--- src/rtl/load_store_unit.sv ---
// Byte/halfword/word load-store engine: lane steering, byte enables, load extension,
// and misaligned/illegal/timeout error reporting over a req/gnt + rvalid memory port.
module load_store_unit #(
    parameter int TIMEOUT_CYCLES = 255
) (
    input  logic        clk,
    input  logic        reset,
    input  logic        core_req,
    input  logic        core_we,
    input  logic [2:0]  core_funct3,
    input  logic [31:0] core_addr,
    input  logic [31:0] core_wdata,
    output logic        core_ready,
    output logic        core_done,
    output logic        core_err,
    output logic [31:0] core_rdata,
    output logic        mem_req,
    output logic        mem_we,
    output logic [31:0] mem_addr,
    output logic [3:0]  mem_be,
    output logic [31:0] mem_wdata,
    input  logic        mem_gnt,
    input  logic        mem_rvalid,
    input  logic [31:0] mem_rdata
);

    localparam int CNT_W = (TIMEOUT_CYCLES > 1) ? $clog2(TIMEOUT_CYCLES) : 1;
    localparam logic [CNT_W-1:0] CNT_LAST = CNT_W'(TIMEOUT_CYCLES - 1);

    typedef enum logic [1:0] {IDLE, REQ, RESP, DONE} state_t;

    state_t           state, state_nxt;
    logic [CNT_W-1:0] wait_cnt;
    logic             accept, accept_err, gnt_take, load_take, timeout;
    logic             cnt_clr, cnt_inc;
    logic             err_q, we_q;
    logic [2:0]       f3_q;
    logic [1:0]       off_q;
    logic [31:0]      res_q;

    function automatic logic is_bad(input logic we, input logic [2:0] f3, input logic [1:0] off);
        logic illegal, misaligned;
        illegal    = (f3 == 3'b011) || (f3[2:1] == 2'b11) || (we && f3[2]);
        misaligned = ((f3[1:0] == 2'b01) && off[0]) || ((f3[1:0] == 2'b10) && (off != 2'b00));
        return illegal || misaligned;
    endfunction

    function automatic logic [3:0] lane_be(input logic [2:0] f3, input logic [1:0] off);
        case (f3[1:0])
            2'b00:   return 4'b0001 << off;
            2'b01:   return 4'b0011 << off;
            default: return 4'b1111;
        endcase
    endfunction

    function automatic logic [31:0] lane_wdata(input logic [2:0] f3, input logic [31:0] wd);
        case (f3[1:0])
            2'b00:   return {4{wd[7:0]}};
            2'b01:   return {2{wd[15:0]}};
            default: return wd;
        endcase
    endfunction

    function automatic logic [31:0] load_extend(input logic [2:0] f3, input logic [1:0] off,
                                                input logic [31:0] word);
        logic        [7:0]  b;
        logic        [15:0] h;
        logic signed [31:0] sb, sh;
        b  = word[{off, 3'b000} +: 8];
        h  = off[1] ? word[31:16] : word[15:0];
        sb = $signed(b);
        sh = $signed(h);
        case (f3)
            3'b000:  return sb;
            3'b001:  return sh;
            3'b100:  return {24'b0, b};
            3'b101:  return {16'b0, h};
            default: return word;
        endcase
    endfunction

    assign core_ready = (state == IDLE);

    always_ff @(posedge clk) begin
        if (reset) state <= IDLE;
        else       state <= state_nxt;
    end

    always_comb begin
        state_nxt  = state;
        accept     = 1'b0;
        accept_err = 1'b0;
        gnt_take   = 1'b0;
        load_take  = 1'b0;
        timeout    = 1'b0;
        cnt_clr    = 1'b0;
        cnt_inc    = 1'b0;
        case (state)
            IDLE: if (core_req) begin
                accept = 1'b1;
                if (is_bad(core_we, core_funct3, core_addr[1:0])) begin
                    accept_err = 1'b1;
                    state_nxt  = DONE;
                end else begin
                    cnt_clr   = 1'b1;
                    state_nxt = REQ;
                end
            end
            REQ: begin
                if (mem_gnt) begin
                    gnt_take  = 1'b1;
                    cnt_clr   = 1'b1;
                    state_nxt = we_q ? DONE : RESP;
                end else if (wait_cnt == CNT_LAST) begin
                    timeout   = 1'b1;
                    state_nxt = DONE;
                end else begin
                    cnt_inc = 1'b1;
                end
            end
            RESP: begin
                if (mem_rvalid) begin
                    load_take = 1'b1;
                    state_nxt = DONE;
                end else if (wait_cnt == CNT_LAST) begin
                    timeout   = 1'b1;
                    state_nxt = DONE;
                end else begin
                    cnt_inc = 1'b1;
                end
            end
            default: state_nxt = IDLE;
        endcase
    end

    // Control and externally visible registers
    always_ff @(posedge clk) begin
        if (reset) begin
            wait_cnt   <= '0;
            mem_req    <= 1'b0;
            mem_we     <= 1'b0;
            mem_addr   <= '0;
            mem_be     <= 4'b0000;
            mem_wdata  <= '0;
            core_done  <= 1'b0;
            core_err   <= 1'b0;
            core_rdata <= '0;
            err_q      <= 1'b0;
        end else begin
            core_done <= (state == DONE);
            if (state == DONE) begin
                core_err   <= err_q;
                core_rdata <= res_q;
            end
            if (cnt_clr)      wait_cnt <= '0;
            else if (cnt_inc) wait_cnt <= wait_cnt + 1'b1;
            if (accept) begin
                err_q <= accept_err;
                if (!accept_err) begin
                    mem_req   <= 1'b1;
                    mem_we    <= core_we;
                    mem_addr  <= {core_addr[31:2], 2'b00};
                    mem_be    <= lane_be(core_funct3, core_addr[1:0]);
                    mem_wdata <= lane_wdata(core_funct3, core_wdata);
                end
            end
            if (gnt_take || timeout) begin
                mem_req <= 1'b0;
                mem_we  <= 1'b0;
            end
            if (timeout) err_q <= 1'b1;
        end
    end

    // Access attributes and load result; pure data, no reset needed
    always_ff @(posedge clk) begin
        if (accept) begin
            we_q  <= core_we;
            f3_q  <= core_funct3;
            off_q <= core_addr[1:0];
            res_q <= '0;
        end
        if (timeout)   res_q <= '0;
        if (load_take) res_q <= load_extend(f3_q, off_q, mem_rdata);
    end

endmodule

--- config.mk ---
export PLATFORM = sky130hd
export DESIGN_NAME = load_store_unit
export DESIGN_NICKNAME = d
export VERILOG_FILES = /design/src/rtl/load_store_unit.sv
export SDC_FILE = /design/constraint.sdc
export NUM_CORES = 1
export LEC_CHECK = 0
export ABC_AREA = 1
export CAP_MARGIN = 20
export CORE_ASPECT_RATIO = 1.2
export CORE_MARGIN = 2
export CORE_UTILIZATION = 40
export CTS_BUF_LIST = sky130_fd_sc_hd__clkbuf_16
export CTS_CLUSTER_SIZE = 16
export DETAILED_ROUTE_END_ITERATION = 12
export PLACE_DENSITY = 0.71
export SLEW_MARGIN = 5
export SYNTH_ARGS = -nofsm -noshare
export SYNTH_HDL_FRONTEND = slang
export SYNTH_SLANG_ARGS = --single-unit
--- constraint.sdc ---
create_clock -name clk -period 5.2 [get_ports clk]
set_clock_uncertainty 0.15 [all_clocks]
set_input_delay 1.3 -clock clk [delete_from_list [all_inputs] [get_ports clk]]
set_output_delay 1.3 -clock clk [all_outputs]
set_load 0.05 [all_outputs]
==> key figures, run 1 <==
Run status
  • Status: completed

CTS
  • Setup bufs post-CTS: 0
  • CTS tree: yes
  • Root buffer cell: clkbuf_16
  • TritonCTS sink count: 151
  • Post-CTS sizing: 0
  • Max clock buf depth: 2
  • CTS H-tree depth: 4
  • Post-cts hold buffer count: 0
  • Insertion delay to the later sink of the worst-skew pair: 420 ps
  • Clk slew on worst S/H paths: 60 ps
  • Inserted Clock Buffers: 17

Timing
  • RSZ-0062 raised after global routing: false
  • Max_slew headroom: 0.379
  • Post-route setup TNS: 0 ps
  • Endpoints failing hold: 0
  • Tcrit/Tclk final: 0.650
  • Fmax achieved: 296 MHz
  • Slew @ Worst Pin: 930 ps
  • Fin Hold WS: 312 ps
  • Max Slew Vio Count: 0
  • Shortest period the worst path allows: 3380 ps
  • Final setup viols: 0

Detailed routing
  • Wire per inst: 14.8 um
  • Vias per cell: 4.94
  • Vias: 6161
  • Detailed Routing Iterations Pass 1: 5
  • DRC violations left: 0
  • Overall routed net length: 18.4 mm
  • Initial DRC Count: 393
  • Remaining antenna violation count after routing: 0

Pwr
  • PD cells: 446 nW/um^2
  • LEAKAGE: 3.80 nW
  • Max rail drop VDD: 0.000214 V

Global route
  • First-pass GRT wire length: 29.5 mm
  • Total gr overflow: 0
  • Vias in the first global route: 5913
  • Largest net degree at the start of global routing: 57
  • Antenna violations before repair: 0
  • GRT Total Usage: 0.211

Logic synthesis
  • Synthesized area per cell: 7.91 sq um
  • Post-synthesis cell type count: 37
  • Yosys reg bits: 151
  • Yosys warns: 0
  • Post-synthesis sequential area ratio: 0.512
  • Post-Synthesis Cells: 840
  • Mapped cell area: 6650 sq um

Die
  • Die width: 122 um
  • DIE HEIGHT: 145 um
  • IO Pins: 210
  • Die area: 17700 sq um
  • Initial Util: 0.408
  • Core area: 16300 sq um
  • Site row count: 51

Critical path
  • Kind of critical path: register to output pin
  • Crit end category: output pin
  • Startpoint class of the critical path: register
  • Worst Path Max Fanout: 4
  • Critical path arrival: 1930 ps
  • CP required: 3750 ps

Final layout
  • Layout area overhead: 40.3%
  • Antenna Cells: 0
  • Nets: 1133
  • Post-route cell area: 9330 sq um
  • Share of cells above drive strength 1: 0.0628

Placement
  • Port Buf Inserts: 207
  • Placed cell area: 8720 sq um
  • Final HPWL DP: 12.6 mm
  • GP Congestion: 0.869

Min path
  • Min-Delay Path Class: register to register

Flow run
  • Max Cap Viol: 0
==> routing by layer <==
metal	vias up	global-route usage	wire [um]
met4	0	0.0839	436
met3	30	0.0932	1850
met5	-	0	0
li1	3120	-	-
met1	2782	0.250	7470
met2	229	0.332	8670
==> stage by stage <==
stage	instances	power (mW)	worst slack, ps	utilization
4_1_cts	1244	4.17	1800	0.569
6_report	1247	4.16	1820	0.573
3_3_place_gp	1212	3.02	1580	0.536
3_5_place_dp	1212	3.03	1520	0.536
2_1_floorplan	841	2.57	2020	-
5_1_grt	1247	4.38	1770	0.573
==> cells in the mapped netlist (all sizes together) <==
library cell	n	area share
nor2	118	0.068
xor2	3	0.0040
or2	10	0.0094
dlygate4sd1	1	0.0013
mux2i	1	0.0015
nor3	10	0.0075
a21oi	118	0.089
clkinv	1	0.00056
nand3b	1	0.0011
nand2	192	0.11
o211ai	1	0.0019
dfxtp	113	0.34
o21ai	90	0.068
buf	30	0.031
inv	48	0.027
edfxtp	38	0.17
nand3	24	0.028
clkbuf	23	0.018
xnor2	2	0.0026
a21boi	1	0.0011
ha	6	0.011
a31oi	8	0.0075
conb	1	0.00056
==> power breakdown <==
part           switching, mW  internal (mW)
sequential             0.110           1.48
combinational          0.963          0.476
clock                  0.489          0.650
total                   1.56           2.60
==> critical path: stages (launching register included) <==
cell	delay, ps
dfxtp_1	340
inv_1	110
ha_1	230
clkdlybuf4s50_1	830
==> final timing paths <==
kind | depth (start not counted) | slack [ps] | from | to
hold / removal | 2 | 310 | err_q$_SDFFE_PP0P_ | core_err$_SDFFE_PP0P_
setup reg to reg | 7 | 2630 | off_q[1]$_DFFE_PP_ | res_q[30]$_SDFFCE_PN0P_
hold reg to reg | 2 | 310 | err_q$_SDFFE_PP0P_ | core_err$_SDFFE_PP0P_
setup / recovery | 3 | 1820 | state[0]$_SDFFE_PP0P_ | core_ready
==> sequential cells by signal (all words and copies together), names as in the netlist <==
signal and cells:
core_rdata 32, mem_wdata 32, res_q 32, mem_addr 30, wait_cnt 8, mem_be 4, f3_q 3, off_q 2
state 2, core_done 1, core_err 1, err_q 1, mem_req 1, mem_we 1, we_q 1
==> area by class of cell <==
class                      count  area [sq um]
clock buffer                  17           425
tap                          212           265
timing repair buffer         216          2200
sequential                   151          3400
multi-input combinational    587          2730
clock inverter                15           115
fill                        1505          6950
inverter                      49           184
==> layout by cell type, fill, tap and decap left out, types with 3 or more instances in the layout <==
cell type | Yosys | layout
nand3_1 | 12 | 12
clkdlybuf4s50_1 | 0 | 207
nor3_1 | 10 | 10
clkinv_2 | 0 | 4
clkinv_1 | 1 | 3
xor2_1 | 3 | 3
a31oi_1 | 8 | 8
dfxtp_1 | 113 | 113
clkinv_4 | 0 | 3
o21ai_1 | 5 | 5
nor2_1 | 116 | 116
a21oi_1 | 118 | 118
nand3_2 | 11 | 11
nand2_1 | 190 | 190
clkbuf_16 | 0 | 17
o21ai_0 | 85 | 85
ha_1 | 6 | 6
inv_1 | 44 | 46
edfxtp_1 | 38 | 38
buf_4 | 5 | 5
or2_2 | 7 | 7
inv_2 | 4 | 4
==> cells by family (layout without fill, tap and decap cells) <==
family | Yosys count | count (layout) | share of synthesized area
buffers and inverters | 103 | 297 | 0.0772
DFF | 151 | 151 | 0.512
adders and majority gates | 6 | 6 | 0.0113
and+or+nand+nor | 355 | 355 | 0.224
xor gates and xnor gates | 5 | 5 | 0.00659
AOI/OAI and AO/OA | 218 | 218 | 0.167
other | 1 | 2 | 0.000564
muxes | 1 | 1 | 0.00151
No activity file was read; power rests on OpenSTA's default activity.
==> run 2: changes to the inputs <==
--- a/config.mk
+++ b/config.mk
@@ -13,7 +13,7 @@
 export CTS_BUF_LIST = sky130_fd_sc_hd__clkbuf_16
 export CTS_CLUSTER_SIZE = 16
 export DETAILED_ROUTE_END_ITERATION = 12
-export PLACE_DENSITY = 0.71
+export PLACE_DENSITY = 0.73
 export SLEW_MARGIN = 5
 export SYNTH_ARGS = -nofsm -noshare
 export SYNTH_HDL_FRONTEND = slang
==> constraint.sdc (replaced) <==
create_clock -name clk -period 2.75 [get_ports clk]
set_clock_uncertainty 0.15 [all_clocks]
set_input_delay 0.6875 -clock clk [delete_from_list [all_inputs] [get_ports clk]]
set_output_delay 0.6875 -clock clk [all_outputs]
set_load 0.05 [all_outputs]
==> run 2 against run 1 <==
Sequential cell count did not move. Total power grew 91%. Register-to-register slack got worse by 2000 ps. Worst hold slack barely moved. Non-clock buffer count is 11 higher. Worst setup slack got worse by 1600 ps. Global-route usage increased by 0.36 points. Via count rose by 0.73%. Critical endpoint is now mem_be[1]. Highest routed layer unchanged.
==> key figures, run 2 (same netlist as run 1, synthesis figures left out) <==
Die
  • Site row count: 51 (unchanged)
  • Die area: 17700 sq um (unchanged)
  • IO Pins: 210 (unchanged)
  • DIE HEIGHT: 145 um (unchanged)
  • Die width: 122 um (unchanged)
  • Core area: 16300 sq um (unchanged)
  • Initial Util: 0.408 (unchanged)

Critical path
  • Kind of critical path: register to output pin
  • Worst r2r src: state[0]$_SDFFE_PP0P_
  • Crit end category: output pin
  • R2r worst-path depth: 10 (+3)
  • Crit path max-delay cell type: clkdlybuf4s50_1
  • Critical path origin: mem_be[1]$_SDFFE_PP0P_
  • R2R Setup Slk: 590 ps (-2040 ps)
  • CP endpoint: mem_be[1]
  • WP depth: 1 (-2)
  • Startpoint class of the critical path: register
  • Top delay family on crit path: buffers and inverters
  • Worst Path Max Fanout: 2 (-2)
  • Cell Chain, Critical Path: clkdlybuf4s50_1
  • CP peak stage delay: 850 ps (+20 ps)
  • Critical path arrival: 1650 ps (-280 ps)
  • CP required: 1910 ps (-1840 ps)
  • R2r endpoint: res_q[14]$_SDFFCE_PN0P_
  • Buf/Inv on CP: 1 (-1)

CTS
  • Max clock buf depth: 2 (unchanged)
  • Setup bufs post-CTS: 0 (unchanged)
  • TritonCTS sink count: 151 (unchanged)
  • Clk slew on worst S/H paths: 60 ps (about the same)
  • Insertion delay to the later sink of the worst-skew pair: 420 ps (about the same)
  • CTS tree: yes
  • Post-cts hold buffer count: 0 (unchanged)
  • Post-CTS sizing: 0 (unchanged)
  • Inserted Clock Buffers: 17 (unchanged)
  • Root buffer cell: clkbuf_16
  • CTS H-tree depth: 4 (unchanged)

Min path
  • Min-Delay Path Class: register to register

Final layout
  • Antenna Cells: 0 (unchanged)
  • Layout area overhead: 41.9%
  • Nets: 1144 (+0.97%)
  • Filler Cells Inserted: 1467 (-2.5%)
  • Post-route cell area: 9430 sq um (+1.1%)
  • Share of cells above drive strength 1: 0.0718 (+0.00904)
  • Commonest cells after routing, fill and taps aside: clkdlybuf4s50_1, nand2_1, a21oi_1
  • Non-filler cells in the finished layout: 1256 (+0.72%)
  • Post-Route Utilization: 0.580 (+0.00646)
  • Commonest non-fill, non-tap cell in the layout: clkdlybuf4s50_1
  • Largest regs: core_rdata (32), mem_wdata (32), res_q (32)

Timing
  • Tcrit/Tclk final: 0.903
  • Final setup viols: 0 (unchanged)
  • Slew @ Worst Pin: 568 ps (-362 ps)
  • Fin Hold WS: 312 ps (+0.422 ps)
  • Post-route setup TNS: 0 ps (unchanged)
  • Endpoints failing hold: 0 (unchanged)
  • RSZ-0062 raised after global routing: false
  • Max Slew Vio Count: 0 (unchanged)
  • Setup ws final: 267 ps (-1550 ps)
  • Shortest period the worst path allows: 2480 ps
  • Fmax achieved: 403 MHz
  • Max_slew headroom: 0.620 (+0.241)

Placement
  • Final HPWL DP: 13.0 mm (+3.3%)
  • GP Congestion: 0.881 (+1.3%)
  • Placed cell area: 8880 sq um (+1.9%)
  • Port Buf Inserts: 207 (unchanged)
  • Pre-CTS WS: 154 ps (-1370 ps)
  • Inst Count DP: 1226 (+1.2%)

Pwr
  • Net Sw Power: 2.93 mW (+87%)
  • PD cells: 841 nW/um^2 (+88%)
  • Switching share of power: 0.369 (-0.00624)
  • Max rail drop VDD: 0.000425 V (+99%)
  • Power, Total: 7.93 mW (+91%)
  • Register share of total power: 0.378 (-0.003)
  • Internal: 5.01 mW (+92%)
  • LEAKAGE: 3.87 nW (+1.9%)
  • Comb pwr share: 0.348 (+0.002)
  • Clock power frac: 0.274 (about the same)

Global route
  • Vias in the first global route: 5982 (+1.2%)
  • Antenna violations before repair: 0 (unchanged)
  • First-pass GRT wire length: 29.7 mm (+0.82%)
  • GRT Total Usage: 0.214 (+0.00360)
  • Largest net degree at the start of global routing: 53 (-7.0%)
  • Total gr overflow: 0 (unchanged)

Detailed routing
  • Top Layer Used: met4
  • Vias: 6206 (+0.73%)
  • Remaining antenna violation count after routing: 0 (unchanged)
  • Initial DRC Count: 368 (-6.4%)
  • Met1 wire length: 7.39 mm (-1.1%)
  • Routed met3 length: 1.93 mm (+4.3%)
  • DRC violations left: 0 (unchanged)
  • Vias per cell: 4.94 (about the same)
  • Wire per inst: 14.8 um (+0.28%)
  • Overall routed net length: 18.6 mm (+1.0%)
  • Met2 Wirelength: 8.91 mm (+2.8%)
  • Detailed Routing Iterations Pass 1: 6 (+1)

Run status
  • Status: completed

Flow run
  • Max Cap Viol: 0 (unchanged)
[run 2: changes by cell type in the layout (fill, tap and decap cells not counted)]
| cell | delta |
|---|---|
| clkinvlp_4 | -1 |
| clkinv_2 | -1 |
| clkbuf_16 | +3 |
| buf_4 | +10 |
| inv_6 | -1 |
| buf_12 | +5 |
| bufinv_16 | -1 |
| clkdlybuf4s50_1 | -1 |
| buf_8 | -1 |
| clkinv_4 | -3 |
| buf_16 | -2 |
| inv_4 | +2 |
[run 2: area by class of cell]
| class | instances | area [sq um] | share of cell area |
|---|---|---|---|
| clock buffers | 20 | 500 | 0.0531 |
| clock inverters | 10 | 50.0 | 0.00531 |
| inverters | 49 | 184 | 0.0195 |
| multi-input cells | 587 | 2730 | 0.290 |
| flip-flops and latches | 151 | 3400 | 0.361 |
| well taps | 212 | 265 | 0.0281 |
| repair buffers | 227 | 2290 | 0.243 |
[run 2: power by group through the flow]
stage / clock network, mW / logic (mW) / registers (mW)
detailed placement: 0 / 2.77 / 3.04
finish: 2.17 / 2.76 / 3.00
CTS: 2.22 / 2.78 / 3.00
global placement: 0 / 2.74 / 3.03
floorplan: 0 / 1.09 / 3.77
global route: 2.32 / 2.99 / 3.05
[run 2: per-layer routing]
layer  track usage  vias up
met5             0        -
met4        0.0776        0
met3        0.0837       28
li1              -     3133
met2         0.357      274
met1         0.247     2771
[run 2: how the worst min path moves through the flow]
| stage | startpoint | endpoint | slack (ps) | depth (start not counted) |
|---|---|---|---|---|
| after floorplan | err_q$_SDFFE_PP0P_ | core_err$_SDFFE_PP0P_ | 280 | 2 |
| after global placement | mem_addr[23]$_SDFFE_PP0P_ | mem_addr[23]$_SDFFE_PP0P_ | 300 | 2 |
| after detailed placement | mem_addr[27]$_SDFFE_PP0P_ | mem_addr[27]$_SDFFE_PP0P_ | 300 | 2 |
| after CTS | mem_addr[27]$_SDFFE_PP0P_ | mem_addr[27]$_SDFFE_PP0P_ | 310 | 2 |
| after global routing | mem_addr[6]$_SDFFE_PP0P_ | mem_addr[6]$_SDFFE_PP0P_ | 330 | 2 |
| final | mem_addr[15]$_SDFFE_PP0P_ | mem_addr[15]$_SDFFE_PP0P_ | 310 | 2 |
